$ cat config.mk
export PLATFORM = sky130hd
export DESIGN_NAME = trap_status_ctrl_flat
export DESIGN_NICKNAME = d
export VERILOG_FILES = /design/src/rtl/trap_status_ctrl_if.sv /design/src/rtl/trap_status_ctrl.sv /design/src/flat_wrapper.sv
export SDC_FILE = /design/constraint.sdc
export NUM_CORES = 1
export LEC_CHECK = 0
export ABC_CLOCK_PERIOD_IN_PS = 3880
export CAP_MARGIN = 0
export CORE_ASPECT_RATIO = 1.5
export CORE_MARGIN = 1.5
export CORE_UTILIZATION = 49
export CTS_CLUSTER_DIAMETER = 120
export DETAILED_ROUTE_END_ITERATION = 8
export PLACE_DENSITY = 0.83
export SETUP_SLACK_MARGIN = 0.1
export SYNTH_ARGS = -nofsm -noshare
export SYNTH_HDL_FRONTEND = slang
export SYNTH_SLANG_ARGS = --single-unit
$ cat constraint.sdc
create_clock -name clk -period 3.88 [get_ports clk]
set_input_delay 1.164 -clock clk [delete_from_list [all_inputs] [get_ports clk]]
set_output_delay 1.164 -clock clk [all_outputs]
set_load 0.05 [all_outputs]
$ cat src/rtl/trap_status_ctrl_if.sv
// Trap / status bundle shared between the trap sources, XSTAT and trap_status_ctrl.
// The master side drives requests and XSTAT results; the slave side owns status and the trap FSM.
interface trap_status_ctrl_if #(
    parameter int WIDTH   = 20,
    parameter int CAUSE_W = 4,
    parameter int DEPTH   = 4
);
    localparam int DEPTH_W = $clog2(DEPTH + 1);

    logic               trap_req;
    logic [CAUSE_W-1:0] trap_cause;
    logic               trap_ack;
    logic               trap_ret;
    logic               xstat_commit;
    logic [WIDTH-1:0]   xstat_result;
    logic               sw_wr_en;
    logic [WIDTH-1:0]   sw_wr_data;
    logic [WIDTH-1:0]   status_register;
    logic               trap_mode;
    logic [DEPTH_W-1:0] trap_depth;
    logic [1:0]         err;

    modport master (
        output trap_req, trap_cause, trap_ret, xstat_commit, xstat_result,
               sw_wr_en, sw_wr_data,
        input  trap_ack, status_register, trap_mode, trap_depth, err
    );

    modport slave (
        input  trap_req, trap_cause, trap_ret, xstat_commit, xstat_result,
               sw_wr_en, sw_wr_data,
        output trap_ack, status_register, trap_mode, trap_depth, err
    );
endinterface

$ cat src/rtl/trap_status_ctrl.sv
// Trap sequencer and owner of the status register feeding XSTAT; nested traps save and
// restore status through a small LIFO whose depth bounds the nesting level.
module trap_status_ctrl #(
    parameter int WIDTH   = 20,
    parameter int CAUSE_W = 4,
    parameter int DEPTH   = 4
) (
    input  logic              clk,
    input  logic              rst_n,
    trap_status_ctrl_if.slave bus
);
    localparam int DEPTH_W = $clog2(DEPTH + 1);
    localparam int IDX_W   = (DEPTH > 1) ? $clog2(DEPTH) : 1;

    typedef enum logic [1:0] {
        IDLE   = 2'd0,
        ENTER  = 2'd1,
        ACTIVE = 2'd2,
        RETURN = 2'd3
    } state_e;

    state_e             state_q, state_d;
    logic [WIDTH-1:0]   status_q, status_d;
    logic [WIDTH-1:0]   stack_q [DEPTH];
    logic [DEPTH_W-1:0] depth_q, depth_d;
    logic [1:0]         err_q, err_d;
    logic               ack_q, mode_q;
    logic               push_en;

    logic [DEPTH_W-1:0] depth_dec;
    logic [IDX_W-1:0]   push_idx;
    logic [IDX_W-1:0]   pop_idx;
    logic               at_limit;

    assign depth_dec = depth_q - DEPTH_W'(1);
    assign push_idx  = depth_q[IDX_W-1:0];
    assign pop_idx   = depth_dec[IDX_W-1:0];
    assign at_limit  = (depth_q == DEPTH_W'(DEPTH));

    // NOTE: every variable gets its default before the case so no path leaves it unassigned,
    // which would otherwise infer a latch.
    always_comb begin
        state_d  = state_q;
        status_d = status_q;
        depth_d  = depth_q;
        err_d    = err_q;
        push_en  = 1'b0;

        case (state_q)
            IDLE: begin
                if (bus.trap_req) begin
                    state_d = ENTER;
                end else if (bus.trap_ret) begin
                    err_d[1] = 1'b1;
                end else if (bus.sw_wr_en) begin
                    status_d = bus.sw_wr_data;
                end
            end

            ENTER: begin
                push_en                         = 1'b1;
                depth_d                         = depth_q + DEPTH_W'(1);
                status_d[WIDTH-1 -: CAUSE_W]    = bus.trap_cause;
                state_d                         = ACTIVE;
            end

            ACTIVE: begin
                // A return wins over everything; a pending request is simply re-seen later.
                if (bus.trap_ret) begin
                    state_d = RETURN;
                end else if (bus.trap_req && !at_limit) begin
                    if (bus.xstat_commit) status_d = bus.xstat_result;
                    state_d = ENTER;
                end else if (bus.trap_req) begin
                    err_d[0] = 1'b1;
                end else if (bus.xstat_commit) begin
                    status_d = bus.xstat_result;
                end else if (bus.sw_wr_en) begin
                    status_d = bus.sw_wr_data;
                end
            end

            RETURN: begin
                status_d = stack_q[pop_idx];
                depth_d  = depth_dec;
                state_d  = (depth_dec == '0) ? IDLE : ACTIVE;
            end

            default: state_d = IDLE;
        endcase
    end

    // NOTE: sequential state is updated with non-blocking assignments so every flop samples
    // the pre-edge values regardless of statement order.
    always_ff @(posedge clk or negedge rst_n) begin
        if (!rst_n) begin
            state_q <= IDLE;
        end else begin
            state_q <= state_d;
        end
    end

    // Outputs are registered from the next-state decode so they line up with state_q.
    always_ff @(posedge clk or negedge rst_n) begin
        if (!rst_n) begin
            status_q <= '0;
            depth_q  <= '0;
            err_q    <= '0;
            ack_q    <= 1'b0;
            mode_q   <= 1'b0;
        end else begin
            status_q <= status_d;
            depth_q  <= depth_d;
            err_q    <= err_d;
            ack_q    <= (state_d == ENTER);
            mode_q   <= (state_d == ACTIVE);
        end
    end

    // NOTE: this small stack is cleared on reset so no stale entry can ever be restored;
    // large RAM-style arrays would normally be left without a reset.
    always_ff @(posedge clk or negedge rst_n) begin
        if (!rst_n) begin
            for (int i = 0; i < DEPTH; i++) begin
                stack_q[i] <= '0;
            end
        end else if (push_en) begin
            stack_q[push_idx] <= status_q;
        end
    end

    assign bus.status_register = status_q;
    assign bus.trap_ack        = ack_q;
    assign bus.trap_mode       = mode_q;
    assign bus.trap_depth      = depth_q;
    assign bus.err             = err_q;

endmodule

$ cat src/flat_wrapper.sv
// flat-port wrapper written by rule: the top's interface ports become plain ports
module trap_status_ctrl_flat 
#(
    parameter int WIDTH   = 20,
    parameter int CAUSE_W = 4,
    parameter int DEPTH   = 4
)
  (clk, rst_n, bus_trap_req, bus_trap_cause, bus_trap_ret, bus_xstat_commit, bus_xstat_result, bus_sw_wr_en, bus_sw_wr_data, bus_trap_ack, bus_status_register, bus_trap_mode, bus_trap_depth, bus_err);
  trap_status_ctrl_if #(.WIDTH(WIDTH), .CAUSE_W(CAUSE_W), .DEPTH(DEPTH)) bus_i ();
  input  logic clk;
  input  logic rst_n;
  input wire logic [$bits(bus_i.trap_req)-1:0] bus_trap_req;
  input wire logic [$bits(bus_i.trap_cause)-1:0] bus_trap_cause;
  input wire logic [$bits(bus_i.trap_ret)-1:0] bus_trap_ret;
  input wire logic [$bits(bus_i.xstat_commit)-1:0] bus_xstat_commit;
  input wire logic [$bits(bus_i.xstat_result)-1:0] bus_xstat_result;
  input wire logic [$bits(bus_i.sw_wr_en)-1:0] bus_sw_wr_en;
  input wire logic [$bits(bus_i.sw_wr_data)-1:0] bus_sw_wr_data;
  output wire logic [$bits(bus_i.trap_ack)-1:0] bus_trap_ack;
  output wire logic [$bits(bus_i.status_register)-1:0] bus_status_register;
  output wire logic [$bits(bus_i.trap_mode)-1:0] bus_trap_mode;
  output wire logic [$bits(bus_i.trap_depth)-1:0] bus_trap_depth;
  output wire logic [$bits(bus_i.err)-1:0] bus_err;
  assign bus_i.trap_req = bus_trap_req;
  assign bus_i.trap_cause = bus_trap_cause;
  assign bus_i.trap_ret = bus_trap_ret;
  assign bus_i.xstat_commit = bus_xstat_commit;
  assign bus_i.xstat_result = bus_xstat_result;
  assign bus_i.sw_wr_en = bus_sw_wr_en;
  assign bus_i.sw_wr_data = bus_sw_wr_data;
  assign bus_trap_ack = bus_i.trap_ack;
  assign bus_status_register = bus_i.status_register;
  assign bus_trap_mode = bus_i.trap_mode;
  assign bus_trap_depth = bus_i.trap_depth;
  assign bus_err = bus_i.err;
  trap_status_ctrl #(.WIDTH(WIDTH), .CAUSE_W(CAUSE_W), .DEPTH(DEPTH)) u_core (.clk(clk), .rst_n(rst_n), .bus(bus_i));
endmodule
==> out/summary.md, run 1 <==
The total internal power was 3.29 mW; the clock sink count was 109. TritonCTS built the clock tree. The root cell of the clock tree was clkbuf_16. The net count after synthesis came out at 500. Timing would allow up to 0.347 GHz.

For this design the top-level I/O count stands at 77. Total power for the finished layout comes to 5.54 mW. Net switching is 40.5% of the power. The logs give 0 for the final count of hold timing violations and 56 for the maximum number of pins on one net before global-route repair.

The maximum fanout encountered on the critical timing path is 7. The logs give 0.311 mV for the maximum ir drop on the vdd rail and 2.91 nW for the leakage power total. Timing analysis after detailed placement gives a worst setup slack of 0.684 ns. Adding up every negative setup slack in the final design gives 0 ns.

The clock-pin transition on the worst setup and hold timing paths was 0.07 ns; the met1 layer wirelength in the final routing was 5110 um. For the initial standard-cell utilization of the core, the log shows 50.6%. STA puts the critical path data required time at 2.72 ns. The async set-reset flop share out of synthesis was 100%. The classification of the worst-slack hold path is reg2reg.

The wire length on met3 is 773 um. The count of inserted antenna diode cells was 0. In this design, the largest share of critical-path delay is due to buffers and inverters. Of the synthesized area, sequential elements account for 50.9%. The count of buffers added on input and output ports is 76.

The worst slew margin relative to its limit came out at 26.1%. The clock network is responsible for 16.6% of the overall power. The clock skew was 0.00617 ns; the number of flops mapped to enable cells by yosys was 0.

Setup repair after global routing left no endpoint under its margin. Max-cap violations in this run came to 0. Length of the first detailed-routing pass in iterations: 5. The worst-skew pair later-pin latency was 0.35 ns; the combinational share of power was 45.7%. The worst hold slack was 0.468 ns. The highest layer used for signal routing was met4. The tools report the count of unique library cells instantiated by Yosys as 47. The logs give 61.5% for the share of the core filled with cells in the final layout and 2 for the clock tree buffer depth. Detailed placement finished with a half-perimeter wire length of 8680 um. For this run, the post-layout net count is 563. The wire length per cell was 19.9 um.

At the pin with the least slew margin, the transition time is 1.10 ns. Setup violations remaining at the end of the flow were counted as 0. After clock tree synthesis, the repair step resized 0 gates. For the area of the core, the log shows 0.0106 mm^2. The run gives 2.25 mW as the switching power total.

The total routed wirelength is 13100 um. The routed layout has 4011 vias. Synthesis produced a netlist whose cell count is 444.

The register bit total from synthesis was 109. The routed design uses 6860 um of met2 wire. The synthesized netlist occupies a cell area of 0.00536 mm^2.

The worst path meets setup with 1.00 ns of slack. The number of global-route vias before repair is 4196. On the critical path, the stage with the largest delay is an instance of clkdlybuf4s50_1.

The worst setup path is captured at an output port. Across every metal layer, demand over resource in global routing totals 24.3%. The congestion estimate from routability-driven global placement came to 0.858. For this run, the leading register cell type out of synthesis is dfrtp_1. The number of DRC markers after the initial detailed-route iteration was 422. Measured along the x axis, the die boundary spans 88.4 um.

The clock tree synthesis step divided the H-tree into 3 levels. The run gives 0 as the number of routed nets with antenna violations. The height of the die came out at 131 um. The largest single stage delay on the critical path is 0.86 ns. A synthesized cell averages 12.1 um^2. The tools report the die footprint as 0.0116 mm^2.

Of the cells placed in the final design, the portion with a size suffix greater than 1 is 12.7%. The remaining routing DRC violations was 0; the minimum clock period after layout was 2.88 ns. STA puts the critical path data arrival time at 1.72 ns.

Traced cell by cell, the critical path runs through clkdlybuf4s50_1. For the final max-slew violation count, the log shows 0. For the post-CTS setup buffer count, the log shows 0. The worst setup path is of the reg2out kind.

After detailed routing, the number of vias per cell comes to 6.11. The flow ran to the end, and the final reports show no timing, DRC or antenna violations. The run gives 0 as the hold buffer count at cts. The wire length of the first global-routing pass was 21300 um. The count of synthesis-stage warnings from yosys is 0. Most common library cell in the layout ignoring fill and taps: dfrtp_1. From synthesis to final layout, the design area changed by 21.7%.

The worst setup path is launched from a register. Leaving out fill and tap cells, the most frequent cells in the layout are dfrtp_1 (108), clkdlybuf4s50_1 (75), mux2i_1 (40), mux2_1 (36). The number of buffers and inverters on the critical path works out to 1.

The worst path uses 74.2% of the clock period. The power density relative to cell area is 851 mW/mm^2. For the number of rows in the core area, the log shows 46. The sequential cell fraction of total power came out at 37.7%. For the number of buffers added by the clock tree synthesis step, the log shows 9. Sum of overflow across all layers after global routing: 0. The initial antenna violation count came out at 0.
[cell type report]
class                           count  area [um^2]
Fill cell                         848         4080
Sequential cell                   109         2730
Multi-Input combinational cell    288         2410
Timing Repair Buffer               86          846
Clock buffer                       11          243
Tap cell                          144          180
Clock inverter                      5         60.1
Inverter                           13         48.8
[Yosys cell counts (all sizes together), types with 2 or more instances]
master / count / area share [%]
mux2: 64 / 13
o211ai: 16 / 2.2
a21oi: 25 / 2.3
nand3: 7 / 0.65
a41o: 2 / 0.40
a221oi: 9 / 1.8
clkbuf: 13 / 0.93
inv: 13 / 0.91
nor3: 2 / 0.28
xnor2: 2 / 0.33
o31a: 2 / 0.35
mux2i: 40 / 7.5
ha: 6 / 1.4
dfrtp: 109 / 51
xor2: 2 / 0.33
o21bai: 6 / 1.1
nand2: 28 / 2.0
nor2b: 4 / 0.47
o21ai: 21 / 2.0
a221o: 15 / 2.8
o22a: 15 / 2.5
o311ai: 4 / 0.65
buf: 21 / 2.3
nor2: 7 / 0.49
[stage by stage]
stage | cell area (um^2) | instances
6_report | 6520 | 656
5_1_grt | 6520 | 656
4_1_cts | 6520 | 656
3_5_place_dp | 6210 | 640
3_3_place_gp | 6210 | 640
2_1_floorplan | 5360 | 444
[power groups by stage]
stage	logic [mW]	registers (mW)	clock network, mW
floorplan	1.55	2.34	0
global placement	2.45	2.05	0
detailed placement	2.52	2.10	0
CTS	2.54	2.08	0.929
global route	2.72	2.16	0.977
finish	2.53	2.09	0.920
[kinds of logic after synthesis]
group,synth area share [%]
AO/OA/AOI/OAI,16.9
flip-flops,50.9
multiplexers,21.4
AND/OR/NAND/NOR,4.65
buffers and inverters,4.14
adder cells (fa/ha/maj),1.40
XOR/XNOR,0.654
[per-layer routing]
metal  global-route usage (%)  vias to the layer above
met5                        0                        -
met4                     12.4                        0
met3                     4.77                       33
met2                     40.5                      178
met1                     29.8                     2019
li1                         -                     1781
[path summary, 6_finish.rpt]
check / from / end / cells past startpoint / slack, ns
max: u_core.bus.trap_depth[2] / bus_trap_depth[2] / 1 / 1.00
min: u_core.bus.err[0] / u_core.bus.err[0] / 1 / 0.47
max reg2reg: u_core.bus.trap_depth[1] / u_core.bus.status_register[13] / 6 / 1.22
min reg2reg: u_core.bus.err[0] / u_core.bus.err[0] / 1 / 0.47
max in group asynchronous: rst_n / u_core.stack_q[10] / 2 / 2.27
min in group asynchronous: rst_n / u_core.bus.trap_depth[0] / 1 / 0.87
[registers in the layout, summed over array words and instances, names as in the netlist]
| register | flops |
|---|---|
| u_core.bus.trap_depth | 3 |
| u_core.bus.err | 2 |
| u_core.bus.status_register | 20 |
| u_core.state_q | 2 |
| u_core.bus.trap_ack | 1 |
| u_core.bus.trap_mode | 1 |
| u_core.stack_q | 80 |
Power figures use the tool's default switching activity.
==> run 2, diff against run 1 <==
- ABC_CLOCK_PERIOD_IN_PS: 3880 -> 2400
- PLACE_DENSITY: 0.83 -> 0.86
- clock period: 3.88 -> 2.4 ns (I/O delays scaled with it)
==> run 2 against run 1 <==
  * Combinational power grew 70%
  * Routed wire length rose by 3.8%
  * Sequential share of layout area shrank 0.86 points
  * Final cell count is 2.4% higher
  * Worst setup slack lost 0.82 ns
  * Core utilization increased by 1.3 points
  * Critical path type unchanged
  * Highest routed layer unchanged
==> out/summary.md, run 2 (same netlist as run 1, synthesis figures left out) <==
The wire length per cell was 20.2 um (was 19.9 um). The sort of element at the start of the critical path is a register (unchanged). The endpoint type of the worst setup path was an output port (unchanged). The logs give 109 (unchanged) for the clock sink count and 0.30 ns (was 1.22 ns) for the reg2reg setup slack.

For the worst hold slack, the log shows 0.352 ns (was 0.468 ns). The number of inserted filler cells in the final layout is 839 (was 848), and the clock skew is 0.00515 ns (was 0.00617 ns). After layout, the minimum clock period comes to 2.22 ns.

The die footprint came out at 0.0116 mm^2 (unchanged). Sequence of cells on the critical path: clkdlybuf4s50_1 (unchanged). The initial antenna violation count was 0 (unchanged); the worst path arrival time was 1.50 ns (was 1.72 ns). The tools report the maximum number of pins on one net before global-route repair as 40 (was 56). The via density per instance was 6.15 (was 6.11); the worst slew margin relative to its limit was 53.5% (was 26.1%). The number of buffers added by the clock tree synthesis step was 9 (unchanged); the weighted congestion reported at the end of routability-driven placement was 0.874 (was 0.858).

Transition at the pin with the smallest max-transition slack: 0.695 ns (was 1.10 ns). The wire length of the first global-routing pass was 22000 um (was 21300 um); the clock tree buffer depth was 2 (unchanged). The post-synthesis to final-layout area growth came out at 24.2% (was 21.7%). The leakage power total was 3.06 nW (was 2.91 nW). The final count of hold timing violations is 0 (unchanged). The detailed-route via count is 4135 (was 4011), and the maximum ir drop on the vdd rail is 0.631 mV (was 0.311 mV). The number of routed nets with antenna violations was 0 (unchanged). Total routed wirelength: 13600 um (was 13100 um). The category of the most critical setup path is reg2out (unchanged). The worst reg-to-reg path cell count is 4 (was 6). For the sum of net half-perimeters after detailed placement, the log shows 9240 um (was 8680 um). Root cell of the clock tree: clkbuf_16 (unchanged). The run gives 3 (unchanged) as the maximum level of the CTS H-tree. The standard cell with the maximum stage delay on the critical path was clkdlybuf4s50_1 (unchanged).

The number of rows in the core area came out at 46 (unchanged). For the worst-skew pair later-pin latency, the log shows 0.34 ns (was 0.35 ns). The tools report the number of DRC markers after the initial detailed-route iteration as 238 (was 422).

The footprint of the flip-flops and latches is 0.00273 mm^2 (unchanged), and the number of maximum-capacitance violations is 0 (unchanged). The remaining routing DRC violations is 0 (unchanged). The logs give 0 (unchanged) for the count of inserted antenna diode cells and 0.450 GHz for the top achievable clock speed.

TritonCTS built the clock tree. The number of buffers added on ports is 76 (unchanged), and the overall track demand over capacity in global routing is 25.3% (was 24.3%). The portion of the clock cycle consumed by the worst path in the final layout came out at 92.6%.

The total I/O pin count is 77 (unchanged). The number of buffers and inverters on the critical path is 1 (unchanged), and the height of the die is 131 um (unchanged). Width of the die: 88.4 um (unchanged).

The reg-to-reg endpoint was u_core.stack_q[52] (was u_core.bus.status_register[13]). The run gives 62.8% (was 61.5%) as the share of the core filled with cells in the final layout. The required time at the worst-slack endpoint was 1.68 ns (was 2.72 ns).

The most common library cell in the layout ignoring fill and taps is dfrtp_1 (unchanged). Family with the most delay on the worst path: buffers and inverters (unchanged). Setup repair after global routing left no endpoint under its margin. The number of flip-flops under the largest register name was 80 (unchanged). The largest register by flop count is u_core.stack_q (unchanged). The tools report the final net count as 581 (was 563). The flow ran to the end, and the final reports show no timing, DRC or antenna violations. The hold buffer count at cts is 0 (unchanged), and the area of the core is 0.0106 mm^2 (unchanged). Most frequent cells in the layout: dfrtp_1 (108), clkdlybuf4s50_1 (56), mux2i_1 (40), mux2_1 (36) (was dfrtp_1 (108), clkdlybuf4s50_1 (75), mux2i_1 (40), mux2_1 (36)). The initial standard-cell utilization of the core was 50.6% (unchanged); the sum of overflow across all layers after global routing was 0 (unchanged).

The run gives 0 (unchanged) as the final count of negative-setup-slack endpoints. The classification of the worst-slack hold path is in2async (was reg2reg). The share of final-layout standard cells stronger than drive strength 1 works out to 16.1% (was 12.7%). The length of the first detailed-routing pass in iterations is 4 (was 5), and the largest stage delay on the critical path is 0.80 ns (was 0.86 ns). The clock-pin transition on the worst setup and hold timing paths was 0.07 ns (about the same). The run gives 0.00243 mm^2 (was 0.00241 mm^2) as the multi-input logic area.

For the final max-slew violation count, the log shows 0 (unchanged). The tools report the reg-to-reg critical path startpoint as u_core.state_q[1] (was u_core.bus.trap_depth[1]). The power density relative to cell area was 1360 mW/mm^2 (was 851 mW/mm^2). The maximum fanout encountered on the critical timing path works out to 2 (was 7). The run gives 4436 (was 4196) as the number of global-route vias before repair.
[run 2: final cells by class]
type | count | share of cell area [%]
Sequential cell | 109 | 41.0
Multi-Input combinational cell | 288 | 36.5
Timing Repair Buffer | 104 | 14.7
Clock buffer | 13 | 4.21
Tap cell | 144 | 2.71
Inverter | 13 | 0.734
Clock inverter | 1 | 0.0752
[run 2: metrics by stage]
step	worst slack (ns)	area, um^2	total power [mW]	TNS, ns	std cells
2_1_floorplan	0.110	5380	6.34	0	444
3_3_place_gp	-0.00975	6380	7.41	-0.0651	658
3_5_place_dp	-0.100	6380	7.64	-1.19	658
4_1_cts	0.164	6640	9.01	0	672
5_1_grt	0.133	6650	9.56	0	672
6_report	0.179	6650	9.04	0	672
[run 2: repair_timing]
| item | 4_1_cts | 5_1_grt |
|---|---|---|
| buffers inserted | 0 | 0 |
| pin swaps | 0 | 0 |
| endpoints found under the hold margin | 0 | 0 |
| resized for setup | 17 | 1 |
| gates cloned | 0 | 0 |
| setup endpoints to repair | 17 | 6 |
[run 2: power breakdown]
part           leakage (nW)  internal [mW]  total, mW  switching [mW]
Clock                 0.144          0.804       1.42           0.614
Combinational          1.53           1.86       4.30            2.44
Sequential             1.39           2.70       3.33           0.626
Total                  3.06           5.37       9.04            3.68
[run 2: how the worst max path moves through the flow]
stage                                              start                        endpoint  slack [ns]  cells after the start
after floorplan                 u_core.bus.trap_depth[0]  u_core.bus.status_register[12]        0.11                      9
after global placement                      bus_trap_ret  u_core.bus.status_register[11]       -0.01                      6
after detailed placement                    bus_trap_ret  u_core.bus.status_register[13]        -0.1                      4
after CTS                       u_core.bus.trap_depth[1]   u_core.bus.status_register[1]        0.16                      7
after global routing      u_core.bus.status_register[18]         bus_status_register[18]        0.13                      1
final                                  u_core.bus.err[0]                      bus_err[0]        0.18                      1
[run 2: routing by layer]
metal / global-route usage [%] / vias up / wire [um]
met5: 0 / - / 0
met4: 14.7 / 0 / 569
met3: 4.52 / 47 / 842
met2: 42.9 / 188 / 6990
met1: 29.8 / 2094 / 5180
li1: - / 1806 / -
==> run 3, diff against run 2 <==
--- a/config.mk
+++ b/config.mk
@@ -14,2 +14,3 @@
 export DETAILED_ROUTE_END_ITERATION = 8
+export GPL_TIMING_DRIVEN = 1
 export PLACE_DENSITY = 0.86
@@ -19 +20,2 @@
 export SYNTH_SLANG_ARGS = --single-unit
+export TNS_END_PERCENT = 100
==> constraint.sdc (replaced) <==
create_clock -name clk -period 2.4 [get_ports clk]
set_input_delay 0.48 -clock clk [delete_from_list [all_inputs] [get_ports clk]]
set_output_delay 0.48 -clock clk [all_outputs]
set_load 0.05 [all_outputs]
==> run 3 against run 2 <==
  * Core utilization shrank 0.17 points
  * Routed wire length shrank 3.2%
  * Non-clock buffer count shrank 5
  * Total power grew 0.26%
  * Sequential power is essentially flat
  * Clock power is essentially flat
  * Sequential share of layout area grew 0.11 points
  * Global-route usage shrank 1.4 points
  * Clock skew grew 0.00087 ns
==> out/summary.md, run 3 (same netlist as run 1, synthesis figures left out) <==
The number of flip-flops under the largest register name works out to 80 (unchanged). The reg-to-reg endpoint is u_core.bus.status_register[4] (was u_core.stack_q[52]). The power density relative to cell area is 1370 mW/mm^2 (was 1360 mW/mm^2). Setup repair after global routing left no endpoint under its margin.

The sum of net half-perimeters after detailed placement is 9140 um (was 9240 um), and the sum of overflow across all layers after global routing is 0 (unchanged). Classification of the worst-slack hold path: in2async (unchanged). Maximum number of pins on one net before global-route repair: 45 (was 40).

Sequence of cells on the critical path: clkdlybuf4s50_1 (unchanged). The global routing met3 resource utilization came out at 3.89% (was 4.52%). The endpoint type of the worst setup path was an output port (unchanged). The post-placement setup slack was 0.0866 ns (was -0.100 ns); the switching power as a share of total power was 40.5% (was 40.6%). The width of the die came out at 88.4 um (unchanged).

Wire length per cell: 19.6 um (was 20.2 um). The standard cell with the maximum stage delay on the critical path is clkdlybuf4s50_1 (unchanged). Worst hold slack: 0.120 ns (was 0.352 ns).

The number of buffers added by the clock tree synthesis step was 9 (unchanged); the post-CTS setup buffer count was 0 (unchanged). The global routing met2 resource utilization is 41.5% (was 42.9%). The post-synthesis to final-layout area growth works out to 23.9% (was 24.2%).

The number of rows in the core area came out at 46 (unchanged). The logs give 77 (unchanged) for the total I/O pin count and 15.4% (was 15.7%) for the share of power burned in the clock network. The run gives 3.67 mW (was 3.68 mW) as the switching power total. The layer carrying the most global-route usage is met2 (unchanged).

The most common library cell in the layout ignoring fill and taps was dfrtp_1 (unchanged). The remaining routing DRC violations is 0 (unchanged). The maximum ir drop on the vdd rail was 0.483 mV (was 0.631 mV); the minimum clock period after layout was 2.22 ns (about the same).

The share of final-layout standard cells stronger than drive strength 1 was 15.2% (was 16.1%). Final net count: 576 (was 581). Most frequent cells in the layout: dfrtp_1 (108), clkdlybuf4s50_1 (74), mux2i_1 (40), mux2_1 (36) (was dfrtp_1 (108), clkdlybuf4s50_1 (56), mux2i_1 (40), mux2_1 (36)). The portion of the clock cycle consumed by the worst path in the final layout is 92.5% (was 92.6%). The clock tree buffer depth was 2 (unchanged); the global routing met1 resource utilization was 28.6% (was 29.8%). Clock-pin transition on the worst setup and hold timing paths: 0.07 ns (about the same). The die footprint is 0.0116 mm^2 (unchanged), and the maximum level of the CTS H-tree is 3 (unchanged). The worst setup margin was 0.179 ns (about the same); the number of routed nets with antenna violations was 0 (unchanged). The family with the most delay on the worst path is buffers and inverters (unchanged). The number of global-route vias before repair was 4121 (was 4436); the worst slew margin relative to its limit was 55.3% (was 53.5%). The tools report the root cell of the clock tree as clkbuf_16 (unchanged). The transition at the pin with the smallest max-transition slack was 0.670 ns (was 0.695 ns).

Category of the most critical setup path: reg2out (unchanged). The via density per instance works out to 6.04 (was 6.15). Largest register by flop count: u_core.stack_q (unchanged). The total routed wirelength is 13100 um (was 13600 um), and the standard cell area after detailed placement is 0.00635 mm^2 (was 0.00638 mm^2).

The number of maximum-capacitance violations was 0 (unchanged). The logs give 1.92 ns (was 1.68 ns) for the required time at the worst-slack endpoint and 36.5% (was 36.8%) for the sequential cell fraction of total power. The reg-to-reg critical path startpoint is u_core.bus.trap_depth[1] (was u_core.state_q[1]).

The logs give 0 ns (unchanged) for the total negative slack and 0 (unchanged) for the initial antenna violation count. The worst-skew pair later-pin latency is 0.35 ns (was 0.34 ns), and the leakage power total is 2.98 nW (was 3.06 nW). The final count of negative-setup-slack endpoints came out at 0 (unchanged). The detailed-route via count was 4044 (was 4135). The wire length of the first global-routing pass came out at 20800 um (was 22000 um). The worst reg-to-reg path cell count was 7 (was 4).

The reg2reg setup slack was 0.23 ns (was 0.30 ns). The top achievable clock speed came out at 0.450 GHz (about the same). Area of the core: 0.0106 mm^2 (unchanged). The maximum fanout encountered on the critical timing path came out at 7 (was 2). The weighted congestion reported at the end of routability-driven placement is 0.927 (was 0.874).

The number of DRC markers after the initial detailed-route iteration was 239 (was 238). The tools report the final max-slew violation count as 0 (unchanged). For the worst path arrival time, the log shows 1.74 ns (was 1.50 ns). The height of the die came out at 131 um (unchanged). TritonCTS built the clock tree.

The tools report the post-layout instance area as 0.00663 mm^2 (was 0.00665 mm^2). The run gives 0 (was 17) as the number of resized instances in the post-cts repair step. The logs give 23.8% (was 25.3%) for the overall track demand over capacity in global routing and 48.2% (was 47.5%) for the combinational share of power. For the initial standard-cell utilization of the core, the log shows 50.6% (unchanged).

The count of inserted antenna diode cells was 0 (unchanged); the number of buffers and inverters on the critical path was 1 (unchanged). The run finished with clean final reports. The final count of hold timing violations is 0 (unchanged). The sort of element at the start of the critical path is a register (unchanged). The run gives 0.00602 ns (was 0.00515 ns) as the clock skew.

The run gives 0 (unchanged) as the hold buffer count at cts. The largest stage delay on the critical path came out at 0.86 ns (was 0.80 ns). The tools report the total power of the final layout as 9.07 mW (was 9.04 mW). The clock sink count is 109 (unchanged), and the total internal power is 5.40 mW (was 5.37 mW). The number of buffers added on ports came out at 76 (unchanged). The tools report the length of the first detailed-routing pass in iterations as 4 (unchanged).
run 3: metrics by stage:
stage / util (%) / cells
finish: 62.6 / 669
detailed placement: 60.0 / 653
floorplan: - / 444
global placement: 60.0 / 653
CTS: 62.6 / 669
global route: 62.6 / 669
run 3: power groups by stage:
| stage | combinational [mW] | sequential, mW | clock (mW) |
|---|---|---|---|
| 2_1_floorplan | 2.55 | 3.78 | 0 |
| 3_3_place_gp | 4.20 | 3.24 | 0 |
| 3_5_place_dp | 4.34 | 3.32 | 0 |
| 4_1_cts | 4.36 | 3.30 | 1.41 |
| 5_1_grt | 4.67 | 3.41 | 1.47 |
| 6_report | 4.37 | 3.31 | 1.40 |
run 3: worst max path at each step:
| stage | to | from | slack, ns | depth (start not counted) |
|---|---|---|---|---|
| global placement | u_core.bus.status_register[13] | bus_trap_ret | 0.18 | 6 |
| global route | bus_trap_depth[2] | u_core.bus.trap_depth[2] | 0.13 | 1 |
| floorplan | u_core.bus.status_register[12] | u_core.bus.trap_depth[0] | 0.11 | 9 |
| detailed placement | u_core.bus.status_register[4] | bus_trap_ret | 0.09 | 6 |
| finish | bus_trap_depth[2] | u_core.bus.trap_depth[2] | 0.18 | 1 |
| CTS | bus_trap_depth[2] | u_core.bus.trap_depth[2] | 0.18 | 1 |
run 3: final cells by class:
cell class	instances	area (um^2)
Timing Repair Buffer	99	978
Clock buffer	12	256
Fill cell	813	3960
Clock inverter	4	22.5
Inverter	13	48.8
Multi-Input combinational cell	288	2420
Sequential cell	109	2730
Tap cell	144	180
run 3: per-layer routing:
layer / up-vias / share of wire [%]
li1: 1799 / -
met1: 2052 / 39
met2: 163 / 52
met3: 30 / 5.5
met4: 0 / 3.0
met5: - / 0
